$ cat src/rtl/nor_flash_ctrl.sv
// Host-side NOR flash controller: READ, PROGRAM (read-modify-write AND) and SECTOR_ERASE.
// Optional program-verify readback is enabled with `define NOR_FLASH_PROGRAM_VERIFY_EN.
module nor_flash_ctrl #(
    parameter int ADDR_W   = 8,
    parameter int DATA_W   = 8,
    parameter int SECTOR_W = 4,
    parameter int READ_LAT = 1
) (
    input  logic              clk,
    input  logic              rst,
    input  logic              cmd_valid,
    output logic              cmd_ready,
    input  logic [1:0]        cmd_op,
    input  logic [ADDR_W-1:0] cmd_addr,
    input  logic [DATA_W-1:0] cmd_wdata,
    output logic              rsp_valid,
    output logic [DATA_W-1:0] rsp_rdata,
    output logic              rsp_err,
    output logic              busy,
    output logic              mem_we,
    output logic              mem_re,
    output logic [ADDR_W-1:0] mem_address,
    output logic [DATA_W-1:0] mem_data_in,
    input  logic [DATA_W-1:0] mem_data_out
);

    typedef enum logic [3:0] {
        S_IDLE,
        S_RD_ISSUE,
        S_RD_WAIT,
        S_PG_RD,
        S_PG_WAIT,
        S_PG_WR,
        S_ER_WR,
`ifdef NOR_FLASH_PROGRAM_VERIFY_EN
        S_VF_RD,
        S_VF_WAIT,
`endif
        S_RESP
    } state_e;

    localparam logic [1:0] LAT_LAST = 2'(READ_LAT - 1);

    state_e                state_q, state_d;
    logic [DATA_W-1:0]     wdata_q, wdata_d;
    logic [SECTOR_W-1:0]   cnt_q, cnt_d, cnt_nxt;
    logic [1:0]            wait_q, wait_d;
    logic                  err_q, err_d;
    logic                  mem_we_q, mem_we_d;
    logic                  mem_re_q, mem_re_d;
    logic [ADDR_W-1:0]     mem_address_q, mem_address_d;
    logic [DATA_W-1:0]     mem_data_in_q, mem_data_in_d;
    logic [DATA_W-1:0]     rsp_rdata_q, rsp_rdata_d;

    assign cnt_nxt = cnt_q + 1'b1;

    always_comb begin
        // NOTE: every signal gets a default first so no path through the case infers a latch.
        state_d       = state_q;
        wdata_d       = wdata_q;
        cnt_d         = cnt_q;
        wait_d        = wait_q;
        err_d         = err_q;
        mem_we_d      = 1'b0;
        mem_re_d      = 1'b0;
        mem_address_d = mem_address_q;
        mem_data_in_d = mem_data_in_q;
        rsp_rdata_d   = rsp_rdata_q;

        unique case (state_q)
            S_IDLE: begin
                if (cmd_valid) begin
                    wdata_d = cmd_wdata;
                    err_d   = 1'b0;
                    cnt_d   = '0;
                    wait_d  = '0;
                    unique case (cmd_op)
                        2'b00: begin
                            state_d       = S_RD_ISSUE;
                            mem_re_d      = 1'b1;
                            mem_address_d = cmd_addr;
                        end
                        2'b01: begin
                            state_d       = S_PG_RD;
                            mem_re_d      = 1'b1;
                            mem_address_d = cmd_addr;
                        end
                        2'b10: begin
                            state_d       = S_ER_WR;
                            mem_we_d      = 1'b1;
                            mem_address_d = {cmd_addr[ADDR_W-1:SECTOR_W], {SECTOR_W{1'b0}}};
                            mem_data_in_d = {DATA_W{1'b1}};
                        end
                        default: begin
                            state_d     = S_RESP;
                            err_d       = 1'b1;
                            rsp_rdata_d = '0;
                        end
                    endcase
                end
            end
            S_RD_ISSUE: state_d = S_RD_WAIT;
            S_RD_WAIT: begin
                if (wait_q == LAT_LAST) begin
                    rsp_rdata_d = mem_data_out;
                    state_d     = S_RESP;
                end else begin
                    wait_d = wait_q + 1'b1;
                end
            end
            S_PG_RD: state_d = S_PG_WAIT;
            S_PG_WAIT: begin
                // Program can only clear bits; flag any attempt to raise one.
                if (wait_q == LAT_LAST) begin
                    mem_data_in_d = mem_data_out & wdata_q;
                    err_d         = |(~mem_data_out & wdata_q);
                    mem_we_d      = 1'b1;
                    state_d       = S_PG_WR;
                end else begin
                    wait_d = wait_q + 1'b1;
                end
            end
`ifdef NOR_FLASH_PROGRAM_VERIFY_EN
            S_PG_WR: begin
                state_d  = S_VF_RD;
                mem_re_d = 1'b1;
                wait_d   = '0;
            end
            S_VF_RD: state_d = S_VF_WAIT;
            S_VF_WAIT: begin
                if (wait_q == LAT_LAST) begin
                    rsp_rdata_d = mem_data_out;
                    err_d       = err_q | (mem_data_out != mem_data_in_q);
                    state_d     = S_RESP;
                end else begin
                    wait_d = wait_q + 1'b1;
                end
            end
`else
            S_PG_WR: state_d = S_RESP;
`endif
            S_ER_WR: begin
                // Only the in-sector bits advance, so the top sector never wraps to address 0.
                if (cnt_q == '1) begin
                    state_d = S_RESP;
                end else begin
                    cnt_d         = cnt_nxt;
                    mem_we_d      = 1'b1;
                    mem_address_d = {mem_address_q[ADDR_W-1:SECTOR_W], cnt_nxt};
                end
            end
            S_RESP:  state_d = S_IDLE;
            default: state_d = S_IDLE;
        endcase
    end

    always_ff @(posedge clk) begin
        // NOTE: sequential state uses non-blocking assignments only.
        if (rst) begin
            state_q       <= S_IDLE;
            wdata_q       <= '0;
            cnt_q         <= '0;
            wait_q        <= '0;
            err_q         <= 1'b0;
            mem_we_q      <= 1'b0;
            mem_re_q      <= 1'b0;
            mem_address_q <= '0;
            mem_data_in_q <= '0;
            rsp_rdata_q   <= '0;
        end else begin
            state_q       <= state_d;
            wdata_q       <= wdata_d;
            cnt_q         <= cnt_d;
            wait_q        <= wait_d;
            err_q         <= err_d;
            mem_we_q      <= mem_we_d;
            mem_re_q      <= mem_re_d;
            mem_address_q <= mem_address_d;
            mem_data_in_q <= mem_data_in_d;
            rsp_rdata_q   <= rsp_rdata_d;
        end
    end

    assign cmd_ready   = (state_q == S_IDLE);
    assign busy        = (state_q != S_IDLE);
    assign rsp_valid   = (state_q == S_RESP);
    assign rsp_err     = rsp_valid & err_q;
    assign rsp_rdata   = rsp_rdata_q;
    assign mem_we      = mem_we_q;
    assign mem_re      = mem_re_q;
    assign mem_address = mem_address_q;
    assign mem_data_in = mem_data_in_q;

endmodule

$ cat config.mk
export PLATFORM = sky130hd
export DESIGN_NAME = nor_flash_ctrl
export DESIGN_NICKNAME = d
export VERILOG_FILES = /design/src/rtl/nor_flash_ctrl.sv
export SDC_FILE = /design/constraint.sdc
export NUM_CORES = 1
export LEC_CHECK = 0
export CORE_MARGIN = 5
export CORE_UTILIZATION = 40
export CTS_CLUSTER_SIZE = 28
export DETAILED_ROUTE_END_ITERATION = 6
export PLACE_DENSITY = 0.75
export SYNTH_ARGS = -nofsm -noshare
export SYNTH_HDL_FRONTEND = slang
export SYNTH_SLANG_ARGS = --single-unit
$ cat constraint.sdc
create_clock -name clk -period 2.47 [get_ports clk]
set_clock_uncertainty 0.05 [all_clocks]
set_input_delay 0.741 -clock clk [delete_from_list [all_inputs] [get_ports clk]]
set_output_delay 0.741 -clock clk [all_outputs]
set_load 0.02 [all_outputs]
==> results of run 1 <==
## cells by family after synthesis
logic type	Yosys count
and+or+nand+nor	91
buffers and inverters	32
DFF	44
xor gates and xnor gates	2
muxes	5
adders and majority gates	2
AOI/OAI and AO/OA	72
## per-layer routing
metal	up-vias	routed length, um	track usage [%]
li1	999	-	-
met1	912	2470	21.9
met2	83	2440	25.2
met3	11	401	4.56
met4	0	123	5.65
met5	-	0	0
## power by group through the flow
stage | Sequential [W] | Clock (W) | Combinational [W]
2_1_floorplan | 0.00120 | 0 | 0.000984
3_3_place_gp | 0.00106 | 0 | 0.00176
3_5_place_dp | 0.00106 | 0 | 0.00179
4_1_cts | 0.00105 | 0.000595 | 0.00180
5_1_grt | 0.00107 | 0.000628 | 0.00194
6_report | 0.00105 | 0.000588 | 0.00179
## placed cells by master, fill, tap and decap left out, drive strengths merged, types with 2 or more instances in the layout
master         instances
clkdlybuf4s50         57
dfxtp                 44
nor2                  29
nand2                 29
a21oi                 29
inv                   15
buf                   14
a211oi                10
nand3                  8
a22oi                  8
o21ai                  6
clkbuf                 6
o22ai                  5
nand2b                 4
mux2                   3
nor3b                  3
nor3                   3
a32oi                  2
nand4b                 2
mux2i                  2
ha                     2
nor4b                  2
or2                    2
## cell usage after synthesis, types with 3 or more instances
library cell and instances:
a211oi_1 9, a21oi_1 28, a22oi_1 8, clkbuf_1 12
dfxtp_1 44, inv_1 15, mux2_2 3, nand2_1 29
nand2b_1 4, nand3_1 8, nor2_1 29, nor3b_1 3
o21ai_0 6, o22ai_1 5
## flip-flops by register name, indices dropped and copies added, names as in the netlist
register	count
cnt_q	4
rsp_rdata	8
mem_re	1
state_q	3
wait_q	2
err_q	1
wdata_q	8
mem_we	1
mem_address	8
mem_data_in	8
## critical path: stages (launching register included)
cell and delay (ns):
dfxtp_1 0.33, nor3_2 0.30, inv_1 0.13, clkdlybuf4s50_1 0.56
## per-stage QoR
step           setup WS, ns  cells
2_1_floorplan         0.320    248
6_report             0.0521    381
3_3_place_gp         0.0170    373
5_1_grt              0.0328    381
3_5_place_dp        -0.0291    373
4_1_cts              0.0331    381
## area by class of cell
class	count	area share, %
Clock inverter	2	1.33
Clock buffer	6	2.83
Multi-Input combinational cell	172	36.7
Timing Repair Buffer	72	24.0
Inverter	15	1.93
Tap cell	70	3.00
Sequential cell	44	30.2
## path summary, 6_finish.rpt
path	from	end	slack [ns]	cells after the start
setup / recovery	state_q[2]	busy	0.05	3
hold / removal	mem_address[3]	mem_address[3]	0.41	2
setup reg to reg	wait_q[0]	rsp_rdata[6]	0.49	7
hold reg to reg	mem_address[3]	mem_address[3]	0.41	2
## repair_timing
item	in CTS	in global routing
pin swaps	0	0
cloned	0	0
resized for setup	1	1
setup endpoints to repair	1	1
hold endpoints to repair	0	0
==> results.md, run 1 <==
- Drt total wl: 5440 um
- Starting Density: 41.1%
- Distinct cell type count after synthesis: 52
- Ant diodes: 0
- Mux cell area share after synthesis: 2.58%
- Logic pwr share: 52.3%
- Slew Viols, Final: 0
- Clock-pin slew on the worst setup and hold paths: 0.09 ns
- Top_reg_cell synth: dfxtp_1
- Fmax: 0.414 GHz
- Hold Crit Class: reg2reg
- Power Dens Cells: 1170 nW/um2
- Final Instance Area: 2920 um2
- CTS Buf Count: 5
- Synth warnings: 0
- Fin util: 57.5%
- Mapped Nets: 279
- Clock Tree Root: clkbuf_8
- Critical path arrival: 1.63 ns
- Register area: 882 um2
- Largest net degree at the start of global routing: 31
- Post-cts hold buffer count: 0
- Number of global-route vias before repair: 1789
- WP data required: 1.68 ns
- I/O pin count: 59
- CTS tree: yes
- Adder-cell share of the synthesized area: 1.20%
- Register area share after synthesis: 42.2%
- Antenna viol nets, final: 0
- Post-synth EDFFs: 0
- Final nets: 341
- Final min period: 2.42 ns
- IO Port Bufs: 58
- Synth Area in XOR/XNOR: 0.839%
- Setup violators final: 0
- Fin Hold WS: 0.412 ns
- VDD IR max: 0.451 mV
- Die extent in y: 82.3 um
- Mapped cell area: 2090 um2
- Share of the synthesized area in the top cell type: 42.2%
- Fin crit share: 97.9%
- Net switching power: 0.00134 W
- Flop pwr share: 30.5%
- Drt first pass iters: 4
- Slew margin rel.: 47.8%
- H-tree depth: 2
- First-pass GRT wire length: 8560 um
- Layout cells sized above 1: 11.3%
- Die area: 6770 um2
- Syn Area/Cell: 8.42 um2
- GR Util All Layers: 16.4%
- Crit path kind: reg2out
- Initial DRC Count: 126
- Placement-stage cell area: 2790 um2
- Number of antenna violations at the first check in global routing: 0
- Area Growth Syn to Fin: 39.7%
- Ys async rst share: 0%
- Via count: 2005
- Die width: 82.3 um
- Worst Setup End Kind: output port
- Crit start category: flop
- Internal: 0.00208 W
- Synth top area cells: dfxtp_1 42%, a21oi_1 6.7%, nand2_1 5.2%, nor2_1 5.2%, a211oi_1 3.2%
- Clock Path Buffers: 2
- Area leader, netlist: dfxtp_1
- Max Cap Violations: 0
- GRT Residual Overflow: 0
- Fillers: 481
- Wire length per cell: 14.3 um
- Placer Congestion: 0.779
- Cell Rows: 26
- Main combinational cell family by area after synthesis: compound AO/OA/AOI/OAI gates
- DRC: 0
- Core area: 5070 um2
- FF+latch count, synth: 44
- Clk sinks: 44
- Clock Power Share: 17.2%
- Worst slew pin tran: 0.780 ns
- CP max FO: 3
- Vias/cell: 5.26
- Detail Placement HPWL: 3930 um
- Simple-gate share of the synthesized area: 22.5%
- Setup TNS Final: 0 ns
- Multi-input gate area: 1070 um2
- Outcome: complete, no violations
- Final Power: 0.00342 W
- Sw frac: 39.2%
- Post-CTS Setup Bufs: 0
- Worst-Skew Late Latency: 0.30 ns
- Leakage: 1.09 nW
- Compound-Gate Fraction of Synth Area: 24.1%
- Final Hold Viols: 0
- RSZ-0062 raised after global routing: no
- Mapped Cells: 248
Power figures use the tool's default switching activity.
==> run 2, diff against run 1 <==
--- a/config.mk
+++ b/config.mk
@@ -5,11 +5,11 @@
 export SDC_FILE = /design/constraint.sdc
 export NUM_CORES = 1
 export LEC_CHECK = 0
-export CORE_MARGIN = 5
 export CORE_UTILIZATION = 40
 export CTS_CLUSTER_SIZE = 28
 export DETAILED_ROUTE_END_ITERATION = 6
 export PLACE_DENSITY = 0.75
+export SLEW_MARGIN = 0
 export SYNTH_ARGS = -nofsm -noshare
 export SYNTH_HDL_FRONTEND = slang
 export SYNTH_SLANG_ARGS = --single-unit
==> results.md, run 2 (same netlist as run 1, synthesis figures left out) <==
- Pre-CTS setup slack: -0.0701 ns (was -0.0291 ns)
- CTS tree: yes (unchanged)
- Fin crit share: 96.5% (was 97.9%)
- Clock Path Buffers: 2 (unchanged)
- WP data required: 1.68 ns (about the same)
- Final nets: 341 (unchanged)
- WP buf/inv: 2 (unchanged)
- Wire length per cell: 13.7 um (was 14.3 um)
- Crit path cell chain: nor3_2 > inv_1 > clkdlybuf4s50_1 (unchanged)
- Starting Density: 42.8% (was 41.1%)
- Die extent in y: 74.3 um (was 82.3 um)
- Via count: 1961 (was 2005)
- Placement-stage cell area: 2790 um2 (about the same)
- Detail Placement HPWL: 3810 um (was 3930 um)
- Post-CTS Setup Bufs: 0 (unchanged)
- I/O pin count: 59 (unchanged)
- CP top delay family: buffers and inverters (unchanged)
- Area Growth Syn to Fin: 39.3% (was 39.7%)
- Drt first pass iters: 4 (unchanged)
- Most frequent cells in the layout: 57 x clkdlybuf4s50_1, 42 x dfxtp_1, 29 x nor2_1, 29 x nand2_1, 28 x a21oi_1 (was 57 x clkdlybuf4s50_1, 43 x dfxtp_1, 29 x nor2_1, 29 x nand2_1, 28 x a21oi_1)
- Slew margin rel.: 46.6% (was 47.8%)
- Slew Viols, Final: 0 (unchanged)
- GR Util All Layers: 20.0% (was 16.4%)
- Leakage: 1.09 nW (about the same)
- Most common cell after layout, fill and taps aside: clkdlybuf4s50_1 (unchanged)
- Crit-path max cell delay: 0.55 ns (was 0.56 ns)
- Vias/cell: 5.19 (was 5.26)
- Post-cts hold buffer count: 0 (unchanged)
- Worst slew pin tran: 0.797 ns (was 0.780 ns)
- Clock-pin slew on the worst setup and hold paths: 0.09 ns (about the same)
- Setup WS post-layout: 0.0856 ns (was 0.0521 ns)
- Die area: 5510 um2 (was 6770 um2)
- Critical path arrival: 1.59 ns (was 1.63 ns)
- Clock Tree Root: clkbuf_8 (unchanged)
- Hold Crit Class: reg2reg (unchanged)
- Final Power: 0.00339 W (was 0.00342 W)
- Clk sinks: 44 (unchanged)
- Antenna viol nets, final: 0 (unchanged)
- Crit start category: flop (unchanged)
- Final min period: 2.38 ns (was 2.42 ns)
- Largest net degree at the start of global routing: 33 (was 31)
- Core area: 4880 um2 (was 5070 um2)
- Drt total wl: 5200 um (was 5440 um)
- GRT Residual Overflow: 0 (unchanged)
- Worst Setup End Kind: output port (unchanged)
- Worst-Skew Late Latency: 0.29 ns (was 0.30 ns)
- Die width: 74.3 um (was 82.3 um)
- Number of antenna violations at the first check in global routing: 0 (unchanged)
- Worst path slowest cell: clkdlybuf4s50_1 (unchanged)
- Layout cells sized above 1: 11.6% (was 11.3%)
- Max Cap Violations: 0 (unchanged)
- Crit path kind: reg2out (unchanged)
- Fin util: 59.6% (was 57.5%)
- First-pass GRT wire length: 8460 um (was 8560 um)
- Outcome: complete, no violations (unchanged)
- Final Instance Area: 2910 um2 (was 2920 um2)
- H-tree depth: 2 (unchanged)
- Setup violators final: 0 (unchanged)
- CP max FO: 8 (was 3)
- Number of global-route vias before repair: 1827 (was 1789)
- DRC: 0 (unchanged)
- Fillers: 467 (was 481)
- Power Dens Cells: 1170 nW/um2 (about the same)
- Ant diodes: 0 (unchanged)
- Placer Congestion: 0.839 (was 0.779)
- RSZ-0062 raised after global routing: no (unchanged)
- Cell Rows: 25 (was 26)
- Initial DRC Count: 91 (was 126)
- VDD IR max: 0.557 mV (was 0.451 mV)
- IO Port Bufs: 58 (unchanged)
- CTS Buf Count: 5 (unchanged)
- Final Hold Viols: 0 (unchanged)
- Fmax: 0.419 GHz (was 0.414 GHz)
[run 2: cell types whose count changed in the layout (fill, tap and decap cells not counted)]
cell,delta
clkbuf_8,-1
dfxtp_1,-1
clkinvlp_4,+1
inv_6,+1
clkinv_4,-1
dfxtp_2,+1
[run 2: report_power, final]
part / switching (W) / internal [W] / total [W]
logic: 0.000936 / 0.000831 / 0.00177
registers: 0.000146 / 0.000921 / 0.00107
clock network: 0.000256 / 0.000305 / 0.000561
[run 2: layout make-up]
cell class | instances | area [um2] | share of cell area, %
Clock buffer | 5 | 68.8 | 2.37
Timing Repair Buffer | 72 | 701 | 24.1
Multi-Input combinational cell | 172 | 1070 | 36.8
Inverter | 15 | 56.3 | 1.94
Tap cell | 67 | 83.8 | 2.88
Clock inverter | 3 | 46.3 | 1.59
Sequential cell | 44 | 883 | 30.4
[run 2: what timing repair did]
action                                  4_1_cts  5_1_grt
gates resized for setup                       2        1
endpoints found under the setup margin        1        1
pin swaps                                     0        0
[run 2: worst paths after layout]
path                            slack (ns)      startpoint        endpoint  depth (start not counted)
worst min-delay path                  0.41  mem_address[3]  mem_address[3]                          2
worst max-delay path                  0.09      state_q[2]            busy                          3
worst min register to register        0.41  mem_address[3]  mem_address[3]                          2
worst max register to register        0.48       wait_q[0]    rsp_rdata[0]                          7
[run 2: routing by layer]
metal / part of all wire [%] / global-route usage (%) / vias up
li1: - / - / 1000
met5: 0 / 0 / -
met2: 46 / 31.1 / 53
met3: 5.0 / 4.47 / 2
met4: 0.48 / 3.77 / 0
met1: 49 / 28.5 / 906
[run 2: per-stage QoR]
| step | hold slack (ns) | TNS, ns | instances |
|---|---|---|---|
| 2_1_floorplan | 0.377 | 0 | 248 |
| 3_3_place_gp | 0.391 | -0.00692 | 370 |
| 3_5_place_dp | 0.400 | -0.361 | 370 |
| 4_1_cts | 0.415 | 0 | 378 |
| 5_1_grt | 0.432 | 0 | 378 |
| 6_report | 0.414 | 0 | 378 |
[run 2: tightest hold or removal path, delay by kind of cell, from the launching register on]
kind | cells | cell delay (ns)
AO/OA/AOI/OAI | 1 | 0.05
buffers and inverters | 1 | 0.05
flip-flops | 1 | 0.32
==> run 3, diff against run 2 <==
--- a/config.mk
+++ b/config.mk
@@ -9,6 +9,7 @@
 export CTS_CLUSTER_SIZE = 28
 export DETAILED_ROUTE_END_ITERATION = 6
 export PLACE_DENSITY = 0.75
+export RECOVER_POWER = 50
 export SLEW_MARGIN = 0
 export SYNTH_ARGS = -nofsm -noshare
 export SYNTH_HDL_FRONTEND = slang
==> results.md, run 3 (same netlist as run 1, synthesis figures left out) <==
- Setup violators final: 0 (unchanged)
- Hold Crit Start: mem_address[4] (was mem_address[3])
- Cell Rows: 25 (unchanged)
- Worst hold endpoint: mem_address[4] (was mem_address[3])
- Number of global-route vias before repair: 1827 (unchanged)
- Final Hold Viols: 0 (unchanged)
- Final Instance Area: 2860 um2 (was 2910 um2)
- Die area: 5510 um2 (unchanged)
- Fin crit share: 96.7% (was 96.5%)
- Number of antenna violations at the first check in global routing: 0 (unchanged)
- Detail Placement HPWL: 3810 um (unchanged)
- WP data required: 1.68 ns (about the same)
- Outcome: complete, no violations (unchanged)
- CTS tree: yes (unchanged)
- Power Dens Cells: 1140 nW/um2 (was 1170 nW/um2)
- Area Growth Syn to Fin: 36.8% (was 39.3%)
- Critical path depth in cells: 3 (unchanged)
- IO Port Bufs: 58 (unchanged)
- RR Endpoint: mem_address[2] (was rsp_rdata[0])
- Post-CTS Setup Bufs: 0 (unchanged)
- Clock Path Buffers: 2 (unchanged)
- I/O pin count: 59 (unchanged)
- Fmax: 0.419 GHz (about the same)
- Final Power: 0.00326 W (was 0.00339 W)
- Crit-path max cell delay: 0.55 ns (about the same)
- Starting Density: 42.8% (unchanged)
- Largest net degree at the start of global routing: 33 (unchanged)
- GR Util All Layers: 20.0% (unchanged)
- Antenna viol nets, final: 0 (unchanged)
- Placer Congestion: 0.839 (unchanged)
- Worst slew pin tran: 0.778 ns (was 0.797 ns)
- Drt total wl: 5200 um (about the same)
- Wire length per cell: 13.8 um (was 13.7 um)
- Final min period: 2.39 ns (was 2.38 ns)
- Max Cap Violations: 0 (unchanged)
- First-pass GRT wire length: 8460 um (unchanged)
- CP max FO: 8 (unchanged)
- Placement-stage cell area: 2790 um2 (unchanged)
- DRC: 0 (unchanged)
- Most common cell after layout, fill and taps aside: dfxtp_1 (was clkdlybuf4s50_1)
- Slew margin rel.: 47.9% (was 46.6%)
- Clock Tree Root: clkbuf_8 (unchanged)
- Most frequent cells in the layout: 42 x dfxtp_1, 39 x clkdlybuf4s50_1, 29 x a21oi_1, 29 x nor2_1, 29 x nand2_1 (was 57 x clkdlybuf4s50_1, 42 x dfxtp_1, 29 x nor2_1, 29 x nand2_1, 28 x a21oi_1)
- Clock-pin slew on the worst setup and hold paths: 0.08 ns (was 0.09 ns)
- Crit path cell chain: nor3_2 > inv_1 > clkdlybuf4s50_1 (unchanged)
- Worst-Skew Late Latency: 0.30 ns (was 0.29 ns)
- Initial DRC Count: 83 (was 91)
- Die extent in y: 74.3 um (unchanged)
- CTS Buf Count: 5 (unchanged)
- Worst r2r src: state_q[1] (was wait_q[0])
- Layout cells sized above 1: 10.3% (was 11.6%)
- Fin Hold WS: 0.411 ns (was 0.414 ns)
- Flop-to-flop setup slack: 0.47 ns (was 0.48 ns)
- Die width: 74.3 um (unchanged)
- Via count: 1975 (was 1961)
- RSZ-0062 raised after global routing: no (unchanged)
- Clk sinks: 44 (unchanged)
- Hold depth: 2 (unchanged)
- Drt first pass iters: 4 (unchanged)
- Ant diodes: 0 (unchanged)
- CP top delay family: buffers and inverters (unchanged)
- Leakage: 1.12 nW (was 1.09 nW)
- VDD IR max: 0.526 mV (was 0.557 mV)
- Crit path kind: reg2out (unchanged)
- Vias/cell: 5.22 (was 5.19)
- FF-to-FF path depth: 5 (was 7)
- Crit start category: flop (unchanged)
- Worst Setup End Kind: output port (unchanged)
- Critical path arrival: 1.60 ns (was 1.59 ns)
- Final Non-Filler Cells: 378 (unchanged)
- Post-cts hold buffer count: 0 (unchanged)
- Dpl cells: 370 (unchanged)
- Final nets: 341 (unchanged)
- H-tree depth: 2 (unchanged)
- Slew Viols, Final: 0 (unchanged)
- Worst path slowest cell: clkdlybuf4s50_1 (unchanged)
- Core area: 4880 um2 (unchanged)
- Hold Crit Class: reg2reg (unchanged)
- WP buf/inv: 2 (unchanged)
- GRT Residual Overflow: 0 (unchanged)
-- run 3: changes by cell type in the layout (fill, tap and decap cells not counted), sizes merged --
cell and delta:
buf -3, clkbuf +3, clkdlybuf4s50 -18, dlygate4sd3 +18
-- run 3: how the worst max path moves through the flow --
stage / to / slack (ns) / startpoint
2_1_floorplan: rsp_err / 0.32 / state_q[1]
3_3_place_gp: rsp_rdata[3] / -0.006 / cmd_valid
3_5_place_dp: rsp_rdata[0] / -0.07 / cmd_valid
4_1_cts: rsp_err / 0.01 / state_q[2]
5_1_grt: busy / 0.01 / state_q[2]
6_report: busy / 0.08 / state_q[2]
-- run 3: repair_timing --
item / CTS / global route
pin swaps: 0 / 0
endpoints found under the setup margin: 1 / 1
gates resized for setup: 2 / 1
-- run 3: where the power goes --
group          leakage [nW]  switching [W]  internal, W  total (W)
Sequential            0.360       0.000143     0.000920    0.00106
Combinational         0.703       0.000909     0.000731    0.00164
Clock                0.0548       0.000256     0.000305   0.000561
-- run 3: final cells by class --
class                      count  area (um2)
tap                           67        83.8
multi-input combinational    172        1040
inverter                      15        56.3
clock buffer                   5        68.8
sequential                    44         883
fill                         476        2020
clock inverter                 3        46.3
timing repair buffer          72         678
-- run 3: per-layer routing --
layer | vias up | track usage, % | part of all wire [%]
met5 | - | 0 | 0
met4 | 0 | 3.77 | 0.48
met3 | 2 | 4.47 | 6.5
met2 | 67 | 31.1 | 46
met1 | 903 | 28.5 | 47
li1 | 1003 | - | -
-- run 3: worst reg2reg max path: cells and delay by family (launching register included) --
family,cells,cell delay (ns)
simple gates,2,0.69
compound gates,2,0.55
buf+inv,1,0.22
flops,1,0.42
-- run 3: per-stage QoR --
| stage | utilization (%) | worst slack (ns) | setup TNS [ns] |
|---|---|---|---|
| after floorplan | - | 0.320 | 0 |
| after global placement | 57.2 | -0.00592 | -0.00692 |
| after detailed placement | 57.2 | -0.0701 | -0.361 |
| after CTS | 59.6 | 0.0135 | 0 |
| after global routing | 58.6 | 0.0136 | 0 |
| final | 58.6 | 0.0810 | 0 |
